--- config.mk ---
export PLATFORM = sky130hd
export DESIGN_NAME = run_watchdog
export DESIGN_NICKNAME = d
export VERILOG_FILES = /design/src/rtl/run_watchdog.sv
export SDC_FILE = /design/constraint.sdc
export NUM_CORES = 1
export LEC_CHECK = 0
export BUFFER_PORTS_ARGS = -buffer_cell sky130_fd_sc_hd__buf_2
export CAP_MARGIN = 20
export CORE_ASPECT_RATIO = 1.5
export CORE_UTILIZATION = 43
export CTS_CLUSTER_DIAMETER = 30
export CTS_CLUSTER_SIZE = 12
export DETAILED_ROUTE_END_ITERATION = 16
export PLACE_DENSITY = 0.69
export REMOVE_ABC_BUFFERS = 1
export SLEW_MARGIN = 20
export SYNTH_ARGS = -nofsm -noshare
export SYNTH_HDL_FRONTEND = slang
export SYNTH_SLANG_ARGS = --single-unit
export TNS_END_PERCENT = 5
--- constraint.sdc ---
create_clock -name clk -period 4.5 [get_ports clk]
set_input_delay 0 -clock clk [delete_from_list [all_inputs] [get_ports clk]]
set_output_delay 0 -clock clk [all_outputs]
set_load 0.02 [all_outputs]
--- src/rtl/run_watchdog.sv ---
// Run-control monitor: cycle limit, per-channel heartbeat supervision and host exit capture,
// folded into one sticky PASS/FAIL verdict with cause and failing channel.
module run_watchdog #(
   parameter int CNT_W = 64,
   parameter int NCH   = 4,
   parameter int TO_W  = 24,
   parameter int CH_W  = (NCH > 1) ? $clog2(NCH) : 1
) (
   input  logic             clk,
   input  logic             rstn,
   input  logic             start,
   input  logic             clear,
   input  logic [CNT_W-1:0] max_cycle,
   input  logic [TO_W-1:0]  hb_timeout,
   input  logic [NCH-1:0]   hb_en,
   input  logic [NCH-1:0]   heartbeat,
   input  logic             exit_valid,
   input  logic [7:0]       exit_code,
   output logic [1:0]       state,
   output logic             done,
   output logic [1:0]       fail_cause,
   output logic [CH_W-1:0]  fail_chan,
   output logic [7:0]       exit_code_q,
   output logic [CNT_W-1:0] cycle_cnt
);

   typedef enum logic [1:0] {
      ST_IDLE = 2'd0,
      ST_RUN  = 2'd1,
      ST_PASS = 2'd2,
      ST_FAIL = 2'd3
   } state_t;

   localparam logic [1:0]       CAUSE_NONE  = 2'd0;
   localparam logic [1:0]       CAUSE_EXIT  = 2'd1;
   localparam logic [1:0]       CAUSE_LIMIT = 2'd2;
   localparam logic [1:0]       CAUSE_HB    = 2'd3;
   localparam logic [CNT_W-1:0] CNT_ONE     = 1;
   localparam logic [TO_W-1:0]  TO_ONE      = 1;

   state_t            state_reg, state_next;
   logic              done_reg, done_next;
   logic [1:0]        cause_reg, cause_next;
   logic [CH_W-1:0]   chan_reg, chan_next;
   logic [7:0]        code_reg, code_next;
   logic [CNT_W-1:0]  cnt_reg, cnt_next;

   logic [NCH-1:0]    hb_expire;
   logic              hb_any;
   logic [CH_W-1:0]   hb_first;
   logic              limit_hit;

   // One inactivity counter per channel; each reports a would-be expiry this cycle.
   generate
      for (genvar gi = 0; gi < NCH; gi++) begin : g_hb
         logic [TO_W-1:0] hb_cnt_reg, hb_cnt_next;
         logic            hb_active;

         assign hb_active     = hb_en[gi] && (hb_timeout != '0);
         assign hb_expire[gi] = hb_active && !heartbeat[gi] &&
                                ((hb_cnt_reg + TO_ONE) == hb_timeout);

         always_comb begin
            hb_cnt_next = hb_cnt_reg;
            if (clear) begin
               hb_cnt_next = '0;
            end else if (state_reg == ST_IDLE) begin
               if (start) hb_cnt_next = '0;
            end else if (state_reg == ST_RUN) begin
               if (!hb_active || heartbeat[gi]) hb_cnt_next = '0;
               else                             hb_cnt_next = hb_cnt_reg + TO_ONE;
            end
         end

         always_ff @(posedge clk or negedge rstn) begin
            if (!rstn) hb_cnt_reg <= '0;
            else       hb_cnt_reg <= hb_cnt_next;
         end
      end
   endgenerate

   assign hb_any    = |hb_expire;
   assign limit_hit = (max_cycle != '0) && ((cnt_reg + CNT_ONE) == max_cycle);

   // Descending scan so the lowest-indexed expiring channel wins.
   always_comb begin
      hb_first = '0;
      for (int i = NCH - 1; i >= 0; i--) begin
         if (hb_expire[i]) hb_first = CH_W'(i);
      end
   end

   always_comb begin
      state_next = state_reg;
      cause_next = cause_reg;
      chan_next  = chan_reg;
      code_next  = code_reg;
      cnt_next   = cnt_reg;
      if (clear) begin
         state_next = ST_IDLE;
         cause_next = CAUSE_NONE;
         chan_next  = '0;
         code_next  = '0;
         cnt_next   = '0;
      end else begin
         case (state_reg)
            ST_IDLE: begin
               if (start) begin
                  state_next = ST_RUN;
                  cnt_next   = '0;
               end
            end
            ST_RUN: begin
               cnt_next = (&cnt_reg) ? cnt_reg : cnt_reg + CNT_ONE;
               if (exit_valid) begin
                  code_next = exit_code;
                  if (exit_code == 8'd0) begin
                     state_next = ST_PASS;
                  end else begin
                     state_next = ST_FAIL;
                     cause_next = CAUSE_EXIT;
                  end
               end else if (limit_hit) begin
                  state_next = ST_FAIL;
                  cause_next = CAUSE_LIMIT;
               end else if (hb_any) begin
                  state_next = ST_FAIL;
                  cause_next = CAUSE_HB;
                  chan_next  = hb_first;
               end
            end
            default: ;
         endcase
      end
      done_next = (state_next == ST_PASS) || (state_next == ST_FAIL);
   end

   always_ff @(posedge clk or negedge rstn) begin
      if (!rstn) begin
         state_reg <= ST_IDLE;
         done_reg  <= 1'b0;
         cause_reg <= CAUSE_NONE;
         chan_reg  <= '0;
         code_reg  <= '0;
         cnt_reg   <= '0;
      end else begin
         state_reg <= state_next;
         done_reg  <= done_next;
         cause_reg <= cause_next;
         chan_reg  <= chan_next;
         code_reg  <= code_next;
         cnt_reg   <= cnt_next;
      end
   end

   assign state       = state_reg;
   assign done        = done_reg;
   assign fail_cause  = cause_reg;
   assign fail_chan   = chan_reg;
   assign exit_code_q = code_reg;
   assign cycle_cnt   = cnt_reg;

endmodule

# Word-level counts from Yosys, hierarchy flattened
# Cells that the tools add are included.
word_totals:
  output_inout_bits: 79
  in_bits: 109
  reg_bits: 175
classes:
  addsub: 5
  n_reduce_logical: 42
  muxes: 46
  n_eq_ne: 13
ops:
  columns: ["operator", "n"]
  rows:
  - ["two-way mux 24 bit", 17]
  - ["two-way mux 64 bit", 3]
  - ["case mux 64 bit (2 select lines)", 1]
  - ["adder 24 x 1 -> 24 bit, second input constant", 4]
  - ["== test 24 bit", 4]
  - ["adder 64 x 1 -> 64 bit, second input constant", 1]
  - ["== test 64 bit", 1]
  - ["AND reduction 64 bit", 1]
  - ["nonzero test 64 bit", 1]
  - ["two-way mux 2 bit", 20]
  - ["two-way mux 8 bit", 3]
  - ["nonzero test 24 bit", 1]
  - ["logical AND 1 bit", 13]
  - ["inequality test 3 bit, second input constant", 3]
  - ["zero test 1 bit", 8]
  - ["zero test 8 bit", 1]
  - ["AND reduction 3 bit", 2]
  - ["nonzero test 2 bit", 3]
  - ["logical OR 1 bit", 5]
  - ["== test 2 bit, second input constant", 2]
  - ["inequality test 2 bit, second input constant", 2]
  - ["case mux 2 bit (2 select lines)", 1]
  - ["AND reduction 2 bit", 2]
  - ["AND reduction 4 bit", 1]
  - ["other kinds (6)", 6]

# Logic depth before layout (Yosys ltp)
logic_depth:
  word_depth: 13
  depth_mapped: 13
  depth_no_buf: 10

# Worst setup path before layout
# OpenSTA, ideal clock, no wires.
synth_path:
  kind: "register -> register"
  startpoint: "register g_hb[3].hb_cnt_reg[0]"
  endpoint: "register chan_reg[0], in the netlist fail_chan[0]"
  path_buffers: 1
  synth_period_minus_slack_ns: 3.455
  arrival_ns: 3.328
  slack_ns: 1.045
  setup_time_ns: 0.128
  stages_incl_launch_ff: 12
  path_cell_list: "dfrtp_1 ha_1 nand3_1 nor3_1 clkbuf_1 nand3_1 xnor2_1 or4_1 nor4_2 nor2b_4 a221oi_2 mux2_1"
synth_between:
  elab_chain_cells: 12
synth_rtl:
  columns: ["element", "line_no", "source"]
  rows:
  - ["start, declared", "56", "logic [TO_W-1:0] hb_cnt_reg, hb_cnt_next;"]
  - ["start signal, assigned", "77", "else hb_cnt_reg <= hb_cnt_next;"]
  - ["adder 24 x 1 -> 24 bit (*)", "61", "((hb_cnt_reg + TO_ONE) == hb_timeout);"]
  - ["== test 24 bit (*)", "61", null]
  - ["logical AND 1 bit (*)", "60", "assign hb_expire[gi] = hb_active && !heartbeat[gi] &&"]
  - ["two-way mux 2 bit (4 in a row)", "89", "if (hb_expire[i]) hb_first = CH_W'(i);"]
  - ["two-way mux 2 bit", "126", "end else if (hb_any) begin"]
  - ["two-way mux 2 bit", "123", "end else if (limit_hit) begin"]
  - ["two-way mux 2 bit", "115", "if (exit_valid) begin"]
  - ["two-way mux 2 bit", "106", "case (state_reg)"]
  - ["two-way mux 2 bit", "99", "if (clear) begin"]
  - ["end signal, assigned", "150", "chan_reg <= chan_next;"]
  - ["end, declared", "44", "logic [CH_W-1:0] chan_reg, chan_next;"]
# Mark *: on every way between the ends. The rest lies on a longest branch, timed or not. The select of a mux whose other input is x is not followed.
# A chain may end at the register's enable or synchronous reset.

# Worst setup path after layout
layout_path:
  startpoint: "register cnt_reg[0], in the netlist cycle_cnt[0]"
  endpoint: "register cause_reg[0], in the netlist fail_cause[0]"
layout_between:
  elab_chain_cells: 7
layout_rtl:
  columns: ["element", "line_no", "source"]
  rows:
  - ["start, declared", "46", "logic [CNT_W-1:0] cnt_reg, cnt_next;"]
  - ["start signal, assigned", "152", "cnt_reg <= cnt_next;"]
  - ["adder 64 x 1 -> 64 bit (*)", "83", "assign limit_hit = (max_cycle != '0) && ((cnt_reg + CNT_ONE) == max_cycle);"]
  - ["== test 64 bit (*)", "83", null]
  - ["logical AND 1 bit (*)", "83", null]
  - ["two-way mux 2 bit", "123", null]
  - ["two-way mux 2 bit", "115", null]
  - ["two-way mux 2 bit", "106", null]
  - ["two-way mux 2 bit", "99", null]
  - ["end signal, assigned", "149", "cause_reg <= cause_next;"]
  - ["end, declared", "43", "logic [1:0] cause_reg, cause_next;"]
# Marked as above.

==> flow_summary.rst <==
.. list-table::
   :header-rows: 1

   * - Metric
     - Value
   * - Initial core utilization
     - 0.439
   * - Drt pass-1 iters
     - 6
   * - Per-cell via count in the routed design
     - 6.52
   * - Top cell by count, worst path
     - sky130_fd_sc_hd__nand4_1
   * - Maximum single-stage delay on the critical path
     - 0.62 ns
   * - Clock insertion delay at the later pin of the skew report
     - 0.48 ns
   * - All-Layer GR Usage
     - 0.356
   * - Worst slew slack as a fraction of its limit
     - 0.244
   * - Total placed instance area
     - 0.0165 mm²
   * - Actual transition at the worst max-transition pin
     - 1.12 ns
   * - Area Growth Syn to Fin
     - 14.5%
   * - Setup repair after global routing missed its margin
     - no
   * - Final design area excluding fillers
     - 0.0173 mm²
   * - CP Data Required Time
     - 4.85 ns
   * - Pin count of the biggest net entering global routing
     - 92
   * - Number of top-level pins
     - 188
   * - Cells along the critical path
     - ha_1 -> nand4_1 -> nor4_1 -> nand4_1 -> xnor2_1 -> nor4_1 -> nand4_1 -> nor4_4 -> nand2_1 -> o221a_1
   * - R2R Path End
     - fail_cause[0]
   * - Highest net fanout along the worst path
     - 8
   * - Buffers added on ports
     - 187
   * - CTS tree
     - yes
   * - Area enclosed by the die boundary
     - 0.0360 mm²
   * - Sequential area share after synthesis
     - 0.289
   * - Number of setup violations in the final report
     - 0
   * - Buf/Inv on CP
     - 0
   * - Horiz. Die Dim
     - 155 µm
   * - H-tree lvl count
     - 4
   * - Share of cells above drive strength 1
     - 0.160
   * - Startpoint of the worst-slack reg-to-reg timing path
     - cycle_cnt[0]
   * - Most instantiated library cell after synthesis
     - sky130_fd_sc_hd__o21ai_0
   * - Synth warnings
     - 0
   * - Maximum achievable frequency
     - 230 MHz
   * - Synth top area cells
     - sky130_fd_sc_hd__dfrtp_1, sky130_fd_sc_hd__xnor2_1, sky130_fd_sc_hd__o21ai_0, sky130_fd_sc_hd__xor2_1, sky130_fd_sc_hd__nand4_1
   * - Number of instances in the synthesized netlist
     - 1,927
   * - Core footprint
     - 0.0345 mm²
   * - Mapped Area
     - 0.0151 mm²
   * - Buffer levels on the longest clock path
     - 2
   * - Antenna violation net count after detailed routing
     - 0
   * - Global-route wire length before repair
     - 95,600 µm
   * - Crit path capture type
     - register
   * - Clock Pin Slew Worst Setup and Hold Paths
     - 0.08 ns
   * - Post CTS Setup Buffer Count
     - 0
   * - Status
     - finished clean
   * - EDFF count, synth
     - 0
   * - Number of gates on the worst path with buffers counted
     - 10
   * - Total Routed Length
     - 63,800 µm
   * - Cell leakage power
     - 7.02 nW
   * - Worst R2R Path Depth
     - 10
   * - Period utilisation layout
     - 0.965
   * - Power per unit of standard cell area
     - 215 mW/mm²
   * - Root Driver
     - sky130_fd_sc_hd__clkbuf_16
   * - Clock skew
     - 0.0177 ns
   * - Total CTS buffers
     - 17
   * - Max-capacitance violation count
     - 0
   * - Drc violations
     - 0
   * - Post-synthesis register bit count
     - 175
   * - Most frequent cells after synthesis
     - sky130_fd_sc_hd__o21ai_0, sky130_fd_sc_hd__dfrtp_1, sky130_fd_sc_hd__xnor2_1
   * - Category of the critical setup timing path
     - register to register
   * - Global-route congestion overflow total
     - 0
   * - HPWL reported at the end of detailed placement
     - 48,700 µm
   * - Final GP Congestion
     - 0.997
   * - Dominant cell type by area after synthesis
     - sky130_fd_sc_hd__dfrtp_1
   * - Critical path endpoint
     - fail_cause[0]
   * - Number of sinks handled by clock tree synthesis
     - 175
   * - Highest ir drop seen on vdd
     - 171 µV
   * - Max-slew violation count
     - 0
   * - Count of inserted antenna diode cells
     - 0
   * - Slowest stage cell on the critical path
     - sky130_fd_sc_hd__nor4_1
   * - Number of antenna violations at the first check in global routing
     - 1
   * - Detailed-route via count
     - 16,500
   * - Setup total negative slack
     - 0 ns
   * - Total power of the final layout
     - 3.72 mW
   * - Synth async-reset ratio
     - 1.00
   * - Final count of hold timing violations
     - 0
   * - Top flip-flop cell by instance count after synthesis
     - sky130_fd_sc_hd__dfrtp_1
   * - Number of distinct library cell variants in the gate-level netlist after synthesis
     - 89
   * - Worst hold path class
     - primary input to register
   * - Number of core rows
     - 83
   * - Largest register FFs
     - 96
   * - Post-Syn Area per Cell
     - 7.85 µm²
   * - Post-layout nets
     - 2,169
   * - Setup slack of the worst register-to-register path
     - 0.16 ns
   * - Number of DRC violations after detailed-routing iteration 0
     - 1,233
   * - Chip Height
     - 232 µm
   * - Critical path arrival
     - 4.69 ns
   * - CP top delay family
     - simple AND/OR/NAND/NOR gates
   * - Launching instance or port of the critical path
     - cycle_cnt[0]
   * - Post-DR wirelength/cell
     - 25.2 µm
   * - Vias in the first global route
     - 15,900
   * - Startpoint type of the worst setup path
     - register
   * - Area share of the largest cell type after synthesis
     - 0.289
   * - Clock period minus worst slack
     - 4.34 ns
   * - Source of the worst hold timing path
     - clear
==> worst min path at each step <==
stage	to	slack, ns	cells after the start
2_1_floorplan	cycle_cnt[0]	-0.30	0
3_3_place_gp	g_hb[2].hb_cnt_reg[11]	0.15	1
3_5_place_dp	g_hb[2].hb_cnt_reg[8]	0.14	1
4_1_cts	fail_cause[1]	0.03	2
5_1_grt	fail_cause[1]	0.08	2
6_report	fail_cause[1]	0.03	2
==> worst register-to-register path, stage by stage, from the launching register on <==
cell and delay [ns]:
sky130_fd_sc_hd__dfrtp_1 0.48, sky130_fd_sc_hd__ha_1 0.37, sky130_fd_sc_hd__nand4_1 0.46, sky130_fd_sc_hd__nor4_1 0.52
sky130_fd_sc_hd__nand4_1 0.22, sky130_fd_sc_hd__xnor2_1 0.29, sky130_fd_sc_hd__nor4_1 0.62, sky130_fd_sc_hd__nand4_1 0.29
sky130_fd_sc_hd__nor4_4 0.45, sky130_fd_sc_hd__nand2_1 0.22, sky130_fd_sc_hd__o221a_1 0.31
==> power by group <==
| group | internal [mW] | switching, mW | leakage [nW] |
|---|---|---|---|
| combinational | 0.195 | 0.374 | 4.29 |
| sequential | 1.58 | 0.0110 | 2.44 |
| clock | 0.751 | 0.813 | 0.284 |
==> per-layer routing <==
metal	vias up	track usage	routed length, µm
met5	-	0	20
met4	2	0.304	6170
met3	289	0.0510	3960
met2	801	0.629	31500
met1	8028	0.371	22100
li1	7418	-	-
==> cells by family after synthesis <==
group,after synthesis,synth area share
AO/OA/AOI/OAI,491,0.203
flip-flops,175,0.289
AND/OR/NAND/NOR,836,0.308
buffers and inverters,167,0.0451
multiplexers,20,0.0137
XOR/XNOR,233,0.136
adder cells (fa/ha/maj),5,0.00413
==> through the flow <==
stage | setup WS [ns] | util | hold slack (ns) | instances
6_report | 0.159 | 0.502 | 0.0340 | 2535
5_1_grt | 0.0163 | 0.502 | 0.0767 | 2535
4_1_cts | 0.218 | 0.502 | 0.0254 | 2535
3_5_place_dp | 0.239 | 0.479 | 0.140 | 2483
3_3_place_gp | 0.219 | 0.479 | 0.149 | 2483
2_1_floorplan | -0.943 | - | -0.296 | 1780
==> final cells by class <==
type / instances / area (µm²)
fillers: 3377 / 17200
multi-input cells: 1585 / 10100
flip-flops and latches: 175 / 4380
repair buffers: 256 / 1560
well taps: 467 / 584
clock buffers: 17 / 425
clock inverters: 15 / 166
inverters: 20 / 75.1
==> what timing repair did <==
action	4_1_cts	5_1_grt
resized for setup	0	1
hold buffers	20	0
hold endpoints to repair	99	0
endpoints found under the setup margin	0	4
==> layout by cell type (no fill, tap or decap), types with 26 or more instances in the layout <==
cell,n
sky130_fd_sc_hd__a21oi_1,56
sky130_fd_sc_hd__a31oi_1,26
sky130_fd_sc_hd__and2_1,27
sky130_fd_sc_hd__and3_1,45
sky130_fd_sc_hd__and4_1,28
sky130_fd_sc_hd__buf_2,186
sky130_fd_sc_hd__buf_4,45
sky130_fd_sc_hd__dfrtp_1,175
sky130_fd_sc_hd__nand2_1,154
sky130_fd_sc_hd__nand3_1,98
sky130_fd_sc_hd__nand4_1,93
sky130_fd_sc_hd__nor2_1,147
sky130_fd_sc_hd__nor3_1,51
sky130_fd_sc_hd__nor4_1,61
sky130_fd_sc_hd__o21ai_0,219
sky130_fd_sc_hd__o31ai_1,70
sky130_fd_sc_hd__xnor2_1,161
sky130_fd_sc_hd__xor2_1,71
(Power assumes the default switching activity.)
